<file path="config.mk">
export PLATFORM = sky130hd
export DESIGN_NAME = ram_arbiter_flat
export DESIGN_NICKNAME = d
export VERILOG_FILES = /design/src/rtl/ram_arbiter_if.sv /design/src/rtl/ram_arbiter.sv /design/src/flat_wrapper.sv
export SDC_FILE = /design/constraint.sdc
export NUM_CORES = 1
export LEC_CHECK = 0
export BUFFER_PORTS_ARGS = -buffer_cell sky130_fd_sc_hd__buf_2
export CAP_MARGIN = 15
export CORE_MARGIN = 4
export CORE_UTILIZATION = 45
export DETAILED_ROUTE_END_ITERATION = 10
export SYNTH_ARGS = -nofsm -noshare
export SYNTH_HDL_FRONTEND = slang
export SYNTH_SLANG_ARGS = --single-unit
</file>
<file path="constraint.sdc">
create_clock -name CLK -period 1.91 [get_ports CLK]
set_input_delay 0 -clock CLK [delete_from_list [all_inputs] [get_ports CLK]]
set_output_delay 0 -clock CLK [all_outputs]
set_load 0.1 [all_outputs]
</file>
<file path="src/rtl/ram_arbiter_if.sv">
// DRAM arbiter bus: requester handshakes plus the DRAM strobe pins.
interface ram_arbiter_if;
  logic CPUReq;
  logic nWE;
  logic VidReq;
  logic SndReq;
  logic CPUAck;
  logic VidAck;
  logic SndAck;
  logic nRAS;
  logic nCAS;
  logic nRAMWE;
  logic ColSel;
  logic Busy;

  modport master (
    output CPUReq, nWE, VidReq, SndReq,
    input  CPUAck, VidAck, SndAck,
    input  nRAS, nCAS, nRAMWE, ColSel, Busy
  );

  modport slave (
    input  CPUReq, nWE, VidReq, SndReq,
    output CPUAck, VidAck, SndAck,
    output nRAS, nCAS, nRAMWE, ColSel, Busy
  );
endinterface

</file>
<file path="src/rtl/ram_arbiter.sv">
// Shared DRAM sequencer: arbitrates CPU, video and sound fetches
// and inserts CAS-before-RAS refresh.
module ram_arbiter #(
  parameter int RefreshInterval = 250,
  parameter int RASCycles       = 2,
  parameter int CASCycles       = 2,
  parameter int PreCycles       = 2
) (
  input  logic         CLK,
  input  logic         RES,
  ram_arbiter_if.slave bus
);

  typedef enum logic [2:0] {
    IDLE, ROW, COL, PRE, REFCAS, REFRAS
  } state_t;

  typedef enum logic [1:0] {
    OWN_CPU, OWN_VID, OWN_SND
  } owner_t;

  localparam int RW = $clog2(RefreshInterval);
  localparam logic [RW-1:0] RLOAD = RW'(RefreshInterval - 1);
  localparam logic [7:0] ROW_END = 8'(RASCycles - 1);
  localparam logic [7:0] COL_END = 8'(CASCycles - 1);
  localparam logic [7:0] PRE_END = 8'(PreCycles - 1);
  localparam logic [7:0] REF_END = 8'(RASCycles + CASCycles - 1);

  state_t        state, state_nx;
  owner_t        owner, owner_nx;
  logic [7:0]    cnt, cnt_nx;
  logic          wr, wr_nx;
  logic          last_fetch, last_fetch_nx;
  logic          ref_pend;
  logic          tick;
  logic          go_ref;
  logic [RW-1:0] rcnt;
  logic          g_cpu, g_snd, g_vid;
  logic          last_col;

  assign tick   = (rcnt == '0);
  assign go_ref = (state == IDLE) && ref_pend;

  // Ticks coalesce; taking the refresh beats a same-cycle tick.
  always_ff @(posedge CLK or posedge RES) begin
    if (RES) begin
      rcnt     <= RLOAD;
      ref_pend <= 1'b0;
    end else begin
      rcnt <= tick ? RLOAD : rcnt - RW'(1);
      if (go_ref)
        ref_pend <= 1'b0;
      else if (tick)
        ref_pend <= 1'b1;
    end
  end

  // After a fetch, a waiting CPU goes ahead of further fetches.
  assign g_cpu = bus.CPUReq &&
                 (last_fetch || !(bus.SndReq || bus.VidReq));
  assign g_snd = bus.SndReq && !g_cpu;
  assign g_vid = bus.VidReq && !bus.SndReq && !g_cpu;

  always_comb begin
    state_nx      = state;
    owner_nx      = owner;
    wr_nx         = wr;
    last_fetch_nx = last_fetch;
    cnt_nx        = cnt + 8'd1;
    unique case (state)
      IDLE: begin
        cnt_nx = '0;
        if (ref_pend) begin
          state_nx = REFCAS;
        end else if (g_cpu) begin
          state_nx      = ROW;
          owner_nx      = OWN_CPU;
          wr_nx         = ~bus.nWE;
          last_fetch_nx = 1'b0;
        end else if (g_snd) begin
          state_nx      = ROW;
          owner_nx      = OWN_SND;
          wr_nx         = 1'b0;
          last_fetch_nx = 1'b1;
        end else if (g_vid) begin
          state_nx      = ROW;
          owner_nx      = OWN_VID;
          wr_nx         = 1'b0;
          last_fetch_nx = 1'b1;
        end
      end
      ROW: if (cnt == ROW_END) begin
        state_nx = COL;
        cnt_nx   = '0;
      end
      COL: if (cnt == COL_END) begin
        state_nx = PRE;
        cnt_nx   = '0;
      end
      PRE: if (cnt == PRE_END) begin
        state_nx = IDLE;
        cnt_nx   = '0;
      end
      REFCAS: begin
        state_nx = REFRAS;
        cnt_nx   = '0;
      end
      REFRAS: if (cnt == REF_END) begin
        state_nx = PRE;
        cnt_nx   = '0;
      end
      default: begin
        state_nx = IDLE;
        cnt_nx   = '0;
      end
    endcase
  end

  always_ff @(posedge CLK or posedge RES) begin
    if (RES) begin
      state      <= IDLE;
      owner      <= OWN_CPU;
      cnt        <= '0;
      wr         <= 1'b0;
      last_fetch <= 1'b0;
    end else begin
      state      <= state_nx;
      owner      <= owner_nx;
      cnt        <= cnt_nx;
      wr         <= wr_nx;
      last_fetch <= last_fetch_nx;
    end
  end

  assign last_col = (state == COL) && (cnt == COL_END);

  always_comb begin
    bus.nRAS   = 1'b1;
    bus.nCAS   = 1'b1;
    bus.nRAMWE = 1'b1;
    bus.ColSel = 1'b0;
    bus.Busy   = (state != IDLE);
    bus.CPUAck = last_col && (owner == OWN_CPU);
    bus.VidAck = last_col && (owner == OWN_VID);
    bus.SndAck = last_col && (owner == OWN_SND);
    unique case (state)
      ROW: bus.nRAS = 1'b0;
      COL: begin
        bus.nRAS   = 1'b0;
        bus.nCAS   = 1'b0;
        bus.ColSel = 1'b1;
        bus.nRAMWE = ~wr;
      end
      REFCAS: bus.nCAS = 1'b0;
      REFRAS: begin
        bus.nRAS = 1'b0;
        bus.nCAS = 1'b0;
      end
      default: ;
    endcase
  end

endmodule
</file>
<file path="src/flat_wrapper.sv">
// flat-port wrapper written by rule: the top's interface ports become plain ports
module ram_arbiter_flat 
#(
  parameter int RefreshInterval = 250,
  parameter int RASCycles       = 2,
  parameter int CASCycles       = 2,
  parameter int PreCycles       = 2
)
  (CLK, RES, bus_CPUReq, bus_nWE, bus_VidReq, bus_SndReq, bus_CPUAck, bus_VidAck, bus_SndAck, bus_nRAS, bus_nCAS, bus_nRAMWE, bus_ColSel, bus_Busy);
  ram_arbiter_if bus_i ();
  input  logic CLK;
  input  logic RES;
  input wire logic [$bits(bus_i.CPUReq)-1:0] bus_CPUReq;
  input wire logic [$bits(bus_i.nWE)-1:0] bus_nWE;
  input wire logic [$bits(bus_i.VidReq)-1:0] bus_VidReq;
  input wire logic [$bits(bus_i.SndReq)-1:0] bus_SndReq;
  output wire logic [$bits(bus_i.CPUAck)-1:0] bus_CPUAck;
  output wire logic [$bits(bus_i.VidAck)-1:0] bus_VidAck;
  output wire logic [$bits(bus_i.SndAck)-1:0] bus_SndAck;
  output wire logic [$bits(bus_i.nRAS)-1:0] bus_nRAS;
  output wire logic [$bits(bus_i.nCAS)-1:0] bus_nCAS;
  output wire logic [$bits(bus_i.nRAMWE)-1:0] bus_nRAMWE;
  output wire logic [$bits(bus_i.ColSel)-1:0] bus_ColSel;
  output wire logic [$bits(bus_i.Busy)-1:0] bus_Busy;
  assign bus_i.CPUReq = bus_CPUReq;
  assign bus_i.nWE = bus_nWE;
  assign bus_i.VidReq = bus_VidReq;
  assign bus_i.SndReq = bus_SndReq;
  assign bus_CPUAck = bus_i.CPUAck;
  assign bus_VidAck = bus_i.VidAck;
  assign bus_SndAck = bus_i.SndAck;
  assign bus_nRAS = bus_i.nRAS;
  assign bus_nCAS = bus_i.nCAS;
  assign bus_nRAMWE = bus_i.nRAMWE;
  assign bus_ColSel = bus_i.ColSel;
  assign bus_Busy = bus_i.Busy;
  ram_arbiter #(.RefreshInterval(RefreshInterval), .RASCycles(RASCycles), .CASCycles(CASCycles), .PreCycles(PreCycles)) u_core (.CLK(CLK), .RES(RES), .bus(bus_i));
endmodule
</file>
* Word level (Yosys, flattened, before mapping) *
Cells that the tools add are included.

word-level totals
  output and inout bits = 8
  register bits after elaboration = 24

operators by class
  bitwise operators = 3
  equal/unequal tests = 14
  mux-type cells = 28
  add/sub/neg operators = 2
  reduce and logical (&&, ||, !) cells = 25

operators by type and width
  cell                                                                      number
  3-bit 2-to-1 mux                                                          8
  8-bit 2-to-1 mux                                                          3
  3-bit one-hot mux with 6 select lines                                     1
  8-bit one-hot mux with 2 select lines                                     1
  1-bit 2-to-1 mux                                                          12
  1-bit logical AND                                                         9
  3-bit OR reduction                                                        3
  8-bit by 1-bit adder with 8-bit output (second input constant)            1
  8-bit by 1-bit == test with 1-bit output (second input constant)          1
  8-bit by 2-bit == test with 1-bit output (second input constant)          1
  8-bit logical NOT                                                         1
  2-bit by 1-bit inequality test with 1-bit output (second input constant)  4
  8-bit by 1-bit subtractor with 8-bit output (second input constant)       1
  3-bit by 2-bit == test with 1-bit output (second input constant)          2
  3-bit == test (second input constant)                                     2
  2-bit 2-to-1 mux                                                          3
  3-bit nonzero test                                                        2
  5-bit by 1-bit inequality test with 1-bit output (second input constant)  1
  5-bit AND reduction                                                       1
  3-bit by 1-bit == test with 1-bit output (second input constant)          1
  1-bit logical NOT                                                         3
  3-bit logical NOT                                                         1
  1-bit NOT                                                                 3
  3-bit AND reduction                                                       1
  other kinds (5)                                                           6

* Logic depth before layout (Yosys ltp) *
Gate-level depths: netlist of run 1.

  word-level depth = 11
  mapped depth = 5
  gate-level depth less buffers = 5

* Worst setup path before layout of run 1 *
Ideal clock, no wire load.

  kind = reg-to-output
  start point = register u_core.state[2]
  end point = output port bus_VidAck
  data arrival time = 4.499 ns
  path slack = -2.589 ns
  cell stages (with the launch flop) = 5
  path buffers = 1
  cells stage by stage = dfrtp_1 -> buf_2 -> nor3b_2 -> nand4_1 -> nor3b_1

on the way
  cells in the longest elaborated chain, start to end = 3

RTL lines
  what                                      line                RTL
  start, declared                           ram_arbiter.sv:29   state_t state, state_nx;
  start signal, assigned                    ram_arbiter.sv:127  state <= state_nx;
  3-bit by 2-bit == test with 1-bit output  ram_arbiter.sv:135  assign last_col = (state == COL) && (cnt == COL_END);
  1-bit logical AND                         ram_arbiter.sv:135
  1-bit logical AND                         ram_arbiter.sv:144  bus.VidAck = last_col && (owner == OWN_VID);
  end, declared                             flat_wrapper.sv:18  output wire logic [$bits(bus_i.VidAck)-1:0] bus_VidAck;

No other way between the ends.

* Final worst setup path of run 1 *
  start point = register u_core.state[0]
  end point = output port bus_VidAck

The elaborated chain is that of the path after synthesis.

==> impl_metrics.ini, run 1 <==
[synthesis]
yosysSeqAreaShare_pct = 48.65
synth-edff-count = 0
syn_inst = 125
synth_top_area_share_pct = 36.04
synth_area_leaders = dfrtp_1, dfstp_2, nor2_1, xor2_1, ha_1
yosysWarnings = 0
ys.flop_type = dfrtp_1
synth_fp_nets = 135
synth_top_area_cell = dfrtp_1
synth-seq-cells = 24
synthArstFlopShare_pct = 100.0
synthesis.area_sq_um = 1250
synth_cell_types = 32
synth_area_per_cell_sq_um = 10.00

[clock_network]
clk_latency_ns = 0.32
clk_pin_slew_worst_paths_ns = 0.14
clkSinkCount = 24
htreeDepth = 1
clock_tree.buffer_depth = 2
cts_tree = yes
cts-root-buf = clkbuf_4
cts-buffers-inserted = 3

[power]
leakage_uw = 0.0006718
p_seq_share_pct = 37.1
p_per_area_nw_per_um2 = 1342
combPwrFrac_pct = 51.5
power_frac_clock_pct = 11.4
p_int_uw = 1006
vdd_ir_drop_max_v = 0.001242
power_switching_uw = 1028
netSwitchingFraction_pct = 50.55

[placed_design]
dpl.hpwl_um = 1685
place_inst = 169
portBuffers = 13
dpl_worst_slack_ns = 0.1935
place_congestion = 0.7748

[layout]
seqCellArea_sq_um = 611.8
fillers = 227
final_cell_count_no_fill = 177
multiInputGateArea_sq_um = 649.4
layout.nets = 158
drive_gt1_share_pct = 29.25
utilization_pct = 59.02
syn_to_final_growth_pct = 21.22
diodes = 0

[timing]
finalHoldViolations = 0
fmax_ghz = 0.5510
min_period_ns = 1.815
setup_viol = 0
setup_slack_ns = 0.09527
final_max_slew_viol_count = 0
min_period_over_period_pct = 95.01
finalClockSkew_ns = 0.01928
max_slew_margin_pct = 66.46
setup_tns_ns = 0
timing.hold.ws_ns = 0.05124
worst_pin_slew_ns = 0.4985

[critical_path]
arrival_ns = 1.81
r2r_setup_slack_ns = 0.34
reg2regPathDepth = 5
worstReg2RegEnd = u_core.cnt[3]
critPathRequiredTime_ns = 1.91
cp-end-kind = output pin
reg2reg_from = u_core.cnt[5]
path_max_fanout = 7
path_class = reg -> out
cp-start-kind = flip-flop

[drt]
routed_wl_um = 2299
drt-initial-drc-count = 22
drc = 0
drt_pass1_iterations = 4
postRouteAntennaNets = 0
wl_per_cell_um = 12.99
vias = 936
viasPerCell = 5.288

[grt]
grt_pass1_wl_um = 3877
grt_start_max_net_pins = 25
grt_antenna_before_repair = 0
grt_usage_pct = 14.13
grt.overflow.total = 0
grt_pass1_vias = 890

[die]
rows = 18
start_util_pct = 48.68
ios = 14
dieArea_sq_um = 3685
fp.coreArea_sq_um = 2567
die_w_um = 60.71
fp.dieH_um = 60.71

[worst_hold_path]
hold_path_end = u_core.wr
min_from = bus_nWE
hold_class = in -> reg
hold_depth = 3

[job]
cap_violations = 0

[run_status]
status = finished, final reports clean
==> synth_stat cells (2+ instances only) <==
master and instances:
a21oi_1 4, a311oi_1 2, and3_1 5, buf_2 2, dfrtp_1 18, dfstp_2 6
ha_1 4, inv_1 6, mux2_2 3, nand2_1 7, nand3_1 6, nand4_1 2
nor2_1 23, nor2b_1 2, nor3_1 6, o21ai_0 4, or3_1 2, xnor2_1 4
xor2_1 6
==> placed cells by master, fill, tap and decap left out, drive strengths merged <==
cell type	n
nor2	24
or2	1
a311oi	2
buf	18
nor3	6
or3	3
dfstp	6
or4	1
o22ai	1
xnor2	4
o21ai	4
nor3b	2
dlygate4sd3	2
dfrtp	18
o31ai	1
nand2	7
nand3	7
mux2	3
ha	4
clkbuf	4
and3	5
nand4	2
mux2i	1
nor4	2
xor2	6
inv	6
a31oi	1
a21oi	4
nor2b	2
==> metrics by stage <==
stage                     cell area [sq um]  total power [uW]
after CTS                              1504              2041
final                                  1515              2034
after global routing                   1515              2158
after global placement                 1450              1780
after floorplan                        1296              1602
after detailed placement               1450              1806
==> kinds of logic (layout without fill, tap and decap cells) <==
family                     Yosys count  in the layout  synth area share, %
DFF                                 24             24                48.65
and+or+nand+nor                     62             62                26.83
muxes                                4              4                3.503
buffers and inverters                8             30                2.603
adders and majority gates            4              4                4.004
xor gates and xnor gates            10             10                7.007
AOI/OAI and AO/OA                   13             13                7.408
==> worst max path at each step <==
stage | endpoint | cells after the start | slack, ns | startpoint
2_1_floorplan | bus_VidAck | 4 | -0.99 | u_core.state[2]
3_3_place_gp | bus_CPUAck | 4 | 0.29 | u_core.state[2]
3_5_place_dp | bus_CPUAck | 4 | 0.19 | u_core.state[2]
4_1_cts | bus_CPUAck | 5 | 0.04 | u_core.state[2]
5_1_grt | bus_VidAck | 5 | -0.008 | u_core.state[0]
6_report | bus_VidAck | 5 | 0.1 | u_core.state[0]
==> flip-flops by register name (all words and copies together) (netlist names) <==
register,flops
u_core.rcnt,8
u_core.state,3
u_core.last_fetch,1
u_core.owner,2
u_core.ref_pend,1
u_core.cnt,8
u_core.wr,1
==> power by group through the flow <==
stage               combinational, uW  clock (uW)  sequential, uW
finish                           1050         231             754
global route                     1130         260             772
CTS                              1060         236             746
detailed placement               1050           0             758
global placement                 1030           0             751
floorplan                         894           0             708
==> cell type report <==
cell class	count	area share (%)
clock buffers	4	1.734
inverters	6	1.486
multi-input cells	93	42.86
flip-flops and latches	24	40.38
well taps	30	2.477
repair buffers	20	11.07
==> layer usage <==
| metal | global-route usage (%) | wire length (um) |
|---|---|---|
| met5 | 0 | 0 |
| met4 | 6.502 | 19 |
| met3 | 2.128 | 93 |
| met2 | 22.60 | 1032 |
| met1 | 18.88 | 1154 |
==> worst max-delay path, stage by stage, from the launching register on <==
cell     delay [ns]
dfrtp_2        0.49
nor3b_4        0.28
nand4_1        0.12
buf_4          0.19
nor3b_4        0.21
buf_12         0.20
==> timing repair <==
action / CTS / global route
pin swaps: 1 / 1
hold buffers: 2 / 0
gates resized for setup: 0 / 3
setup endpoints to repair: 3 / 3
setup buffers: 1 / 1
hold endpoints to repair: 25 / 0
No activity file was read; power rests on OpenSTA's default activity.
==> run 2: changes to the inputs <==
PLACE_DENSITY = 0.66   (was not set)
clock period = 1.62 ns   (was 1.91 ns; I/O delays follow)
==> impl_metrics.ini, run 2 (synthesized netlist as in run 1, its figures left out) <==
[drt]
routed_wl_um = 2365
viasPerCell = 5.288
drt-initial-drc-count = 52
wl_per_cell_um = 12.85
postRouteAntennaNets = 0
vias = 973
drc = 0
drt_pass1_iterations = 3

[grt]
grt_usage_pct = 14.27
grt_pass1_wl_um = 4064
grt_antenna_before_repair = 0
grt.overflow.total = 0
grt_pass1_vias = 931
grt_start_max_net_pins = 16

[critical_path]
arrival_ns = 1.78
crit_end = bus_VidAck
path_max_fanout = 4
cp-end-kind = output pin
critPathRequiredTime_ns = 1.62
slowest_delay_ns = 0.45
cp-start-kind = flip-flop
reg2reg_from = u_core.cnt[2]
worstReg2RegEnd = u_core.cnt[5]
path_class = reg -> out
r2r_setup_slack_ns = 0.08
reg2regPathDepth = 5
critPathSlowestCell = dfrtp_2
crit_chain = nor4_4, nand4_1, buf_6, nor3b_4, buf_12
startpoint = u_core.cnt[2]

[power]
p_per_area_nw_per_um2 = 1599
vdd_ir_drop_max_v = 0.001834
total_power_uw = 2550
leakage_uw = 0.0007205

[layout]
syn_to_final_growth_pct = 27.63
drive_gt1_share_pct = 33.12
diodes = 0
postLayoutCellArea_sq_um = 1595
utilization_pct = 62.13
final_cell_count_no_fill = 184
top_regs = u_core.cnt x8, u_core.rcnt x8, u_core.state x3
layout_commonest_cell = nor2_1
layout.nets = 165
final_cell_mix = nor2_1, dfrtp_1, buf_4

[placed_design]
place_congestion = 0.8316
dpl.hpwl_um = 1767
place_inst = 174
placed_cell_area_sq_um = 1495
portBuffers = 13

[timing]
fmax_ghz = 0.5602
min_period_ns = 1.785
worst_pin_slew_ns = 0.4875
final_max_slew_viol_count = 0
max_slew_margin_pct = 67.73
setup_viol = 3
setup_slack_ns = -0.1649
finalHoldViolations = 0
finalClockSkew_ns = 0.008322
min_period_over_period_pct = 110.2
rsz0062_at_grt = yes

[clock_network]
clkSinkCount = 24
cts_tree = yes
clk_pin_slew_worst_paths_ns = 0.13
clock_tree.buffer_depth = 2
htreeDepth = 1
cts-buffers-inserted = 3
clk_latency_ns = 0.30
cts-root-buf = clkbuf_4

[die]
start_util_pct = 48.68
fp.coreArea_sq_um = 2567
fp.dieH_um = 60.71
die_w_um = 60.71
ios = 14
dieArea_sq_um = 3685
rows = 18

[worst_hold_path]
hold_class = in -> reg

[run_status]
violations = setup timing
status = complete, but fails checks

[job]
cap_violations = 0
run 2: changes by cell type in the layout (fill, tap and decap cells not counted), sizes merged:
cell,previous run,this run
buf,18,22
clkbuf,4,7
run 2: worst min-delay path by stage:
stage          startpoint            end  slack, ns  cells after the start
2_1_floorplan         RES  u_core.cnt[0]       0.01                      1
3_3_place_gp          RES  u_core.cnt[7]      -0.02                      2
3_5_place_dp          RES  u_core.cnt[7]      0.004                      2
4_1_cts           bus_nWE      u_core.wr       0.07                      3
5_1_grt           bus_nWE      u_core.wr       0.10                      3
6_report          bus_nWE      u_core.wr       0.08                      3
run 2: report_power, final:
part | internal, uW | switching (uW) | leakage (uW)
registers | 710 | 116 | 0.000297
clock network | 95.8 | 161 | 0.0000150
logic | 514 | 953 | 0.000408
run 2: area by class of cell:
| class | instances | area, sq um |
|---|---|---|
| inverters | 6 | 22.52 |
| flip-flops and latches | 24 | 609.3 |
| multi-input cells | 93 | 668.1 |
| well taps | 30 | 37.54 |
| clock buffers | 4 | 26.28 |
| repair buffers | 27 | 231.5 |
| fillers | 218 | 972.2 |
run 2: worst max-delay path, delay by kind of cell, from the launching register on:
kind / cells / cell delay, ns
flip-flops: 1 / 0.45
buffers and inverters: 2 / 0.36
AND/OR/NAND/NOR: 3 / 0.66
run 2: what timing repair did:
action | CTS | global route
cloned | 0 | 0
hold buffers | 2 | 0
setup buffers | 3 | 1
hold endpoints to repair | 10 | 0
resized for setup | 2 | 6
endpoints found under the setup margin | 3 | 6
pin swaps | 2 | 1
run 2: per-layer routing:
| layer | part of all wire, % | vias to the layer above | GRT usage (%) |
|---|---|---|---|
| li1 | - | 490 | - |
| met1 | 49 | 467 | 20.94 |
| met2 | 46 | 16 | 22.44 |
| met3 | 4.9 | 0 | 2.128 |
| met4 | 0 | 0 | 3.096 |
| met5 | 0 | - | 0 |
run 2: per-stage QoR:
step           hold WS [ns]  setup slack, ns  setup TNS [ns]
6_report            0.08480          -0.1649         -0.3737
2_1_floorplan       0.01017           -1.277          -6.221
3_3_place_gp       -0.01502          0.08720               0
5_1_grt              0.1027          -0.2776         -0.6838
4_1_cts             0.06863          -0.1616         -0.3547
3_5_place_dp       0.004202          0.05640               0
==> run 3: changes to the inputs <==
CELL_PAD_IN_SITES_DETAIL_PLACEMENT = 1   (was not set)
CELL_PAD_IN_SITES_GLOBAL_PLACEMENT = 1   (was not set)
CORE_UTILIZATION = 40   (was 45)
PLACE_DENSITY = not set   (was 0.66)
PLACE_DENSITY_LB_ADDON = 0.1   (was not set)
SKIP_LAST_GASP = 1   (was not set)
==> impl_metrics.ini, run 3 (synthesized netlist as in run 1, its figures left out) <==
[critical_path]
worstReg2RegEnd = u_core.cnt[4]
reg2regPathDepth = 5
reg2reg_from = u_core.cnt[4]
cp-end-kind = output pin
path_max_fanout = 4
cp-start-kind = flip-flop
arrival_ns = 1.74
path_class = reg -> out
r2r_setup_slack_ns = 0.08
critPathRequiredTime_ns = 1.62

[power]
p_per_area_nw_per_um2 = 1620
leakage_uw = 0.0007324
vdd_ir_drop_max_v = 0.0004160
total_power_uw = 2633

[job]
cap_violations = 0

[clock_network]
clock_tree.buffer_depth = 2
htreeDepth = 1
cts-buffers-inserted = 3
cts-root-buf = clkbuf_4
clk_latency_ns = 0.31
clk_pin_slew_worst_paths_ns = 0.13
cts_tree = yes
clkSinkCount = 24

[timing]
timing.hold.ws_ns = 0.05094
min_period_over_period_pct = 107.4
setup_slack_ns = -0.1196
min_period_ns = 1.740
fmax_ghz = 0.5748
final_max_slew_viol_count = 0
worst_pin_slew_ns = 0.4889
setup_viol = 3
finalHoldViolations = 0
rsz0062_at_grt = yes
max_slew_margin_pct = 67.63
finalClockSkew_ns = 0.008203

[placed_design]
portBuffers = 13
place_congestion = 0.8098
place_inst = 189
dpl_worst_slack_ns = 0.07841
dpl.hpwl_um = 2149

[die]
die_w_um = 63.90
rows = 20
dieArea_sq_um = 4083
ios = 14
start_util_pct = 41.28
fp.coreArea_sq_um = 3028
fp.dieH_um = 63.90

[drt]
drt_pass1_iterations = 4
vias = 1014
postRouteAntennaNets = 0
wl_per_cell_um = 14.51
viasPerCell = 5.095
routed_wl_um = 2888
drt-initial-drc-count = 31
drc = 0

[worst_hold_path]
hold_depth = 3
min_from = bus_nWE
hold_class = in -> reg
hold_path_end = u_core.wr

[run_status]
violations = setup timing
status = complete, but fails checks

[layout]
layout.nets = 166
syn_to_final_growth_pct = 30.03
layout_commonest_cell = nor2_1
diodes = 0
drive_gt1_share_pct = 33.55
top_regs = u_core.cnt x8, u_core.rcnt x8, u_core.state x3
final_cell_count_no_fill = 199
fillers = 354
final_cell_mix = nor2_1, dfrtp_1, buf_4

[grt]
grt_pass1_wl_um = 5306
grt.overflow.total = 0
grt_antenna_before_repair = 0
grt_start_max_net_pins = 25
grt_pass1_vias = 1157
grt_usage_pct = 16.50
## run 3: changes by cell type in the layout (fill, tap and decap cells not counted), sizes merged
cell | previous run | this run
buf | 22 | 24
clkbuf | 7 | 6
## run 3: repair_timing
action / 4_1_cts / 5_1_grt
hold buffers: 2 / 0
endpoints found under the setup margin: 4 / 12
endpoints found under the hold margin: 25 / 0
setup buffers: 3 / 1
gates cloned: 0 / 0
pin swaps: 3 / 2
gates resized for setup: 3 / 4
## run 3: cell type report
cell class / count / area (sq um) / area share [%]
clock buffer: 4 / 36.28 / 2.232
inverter: 6 / 22.52 / 1.386
multi-input combinational: 93 / 664.4 / 40.88
sequential: 24 / 608.1 / 37.41
tap: 44 / 55.05 / 3.387
timing repair buffer: 28 / 239.0 / 14.70
## run 3: report_power, final
group / internal, uW / total [uW] / switching [uW]
logic: 497 / 1490 / 990
clock network: 137 / 315 / 178
registers: 708 / 831 / 123
## run 3: worst max path at each step
stage	from	endpoint	cells past startpoint
final	u_core.cnt[4]	bus_VidAck	5
after global routing	u_core.cnt[4]	bus_VidAck	5
after CTS	u_core.cnt[4]	bus_VidAck	5
after detailed placement	u_core.cnt[4]	u_core.cnt[2]	4
after global placement	u_core.cnt[4]	bus_CPUAck	5
after floorplan	u_core.state[2]	bus_VidAck	4
## run 3: stage by stage
step,cell area [sq um],util [%],setup TNS (ns)
after global placement,1520,50.21,0
final,1625,53.68,-0.2331
after floorplan,1310,-,-6.221
after CTS,1608,53.10,-0.2919
after global routing,1625,53.68,-0.5303
after detailed placement,1520,50.21,0
## run 3: per-layer routing
metal / wire [um] / GRT usage [%] / part of all wire, % / up-vias
li1: - / - / - / 499
met1: 1325 / 20.82 / 46 / 496
met2: 1438 / 28.52 / 50 / 15
met3: 86 / 2.812 / 3.0 / 4
met4: 36 / 5.121 / 1.2 / 0
met5: 0 / 0 / 0 / -
## run 3: critical path, stage by stage (launching register included)
cell and delay (ns):
dfrtp_1 0.43, nor4_4 0.30, nand4_1 0.14, buf_6 0.16, nor3b_4 0.20, buf_12 0.20
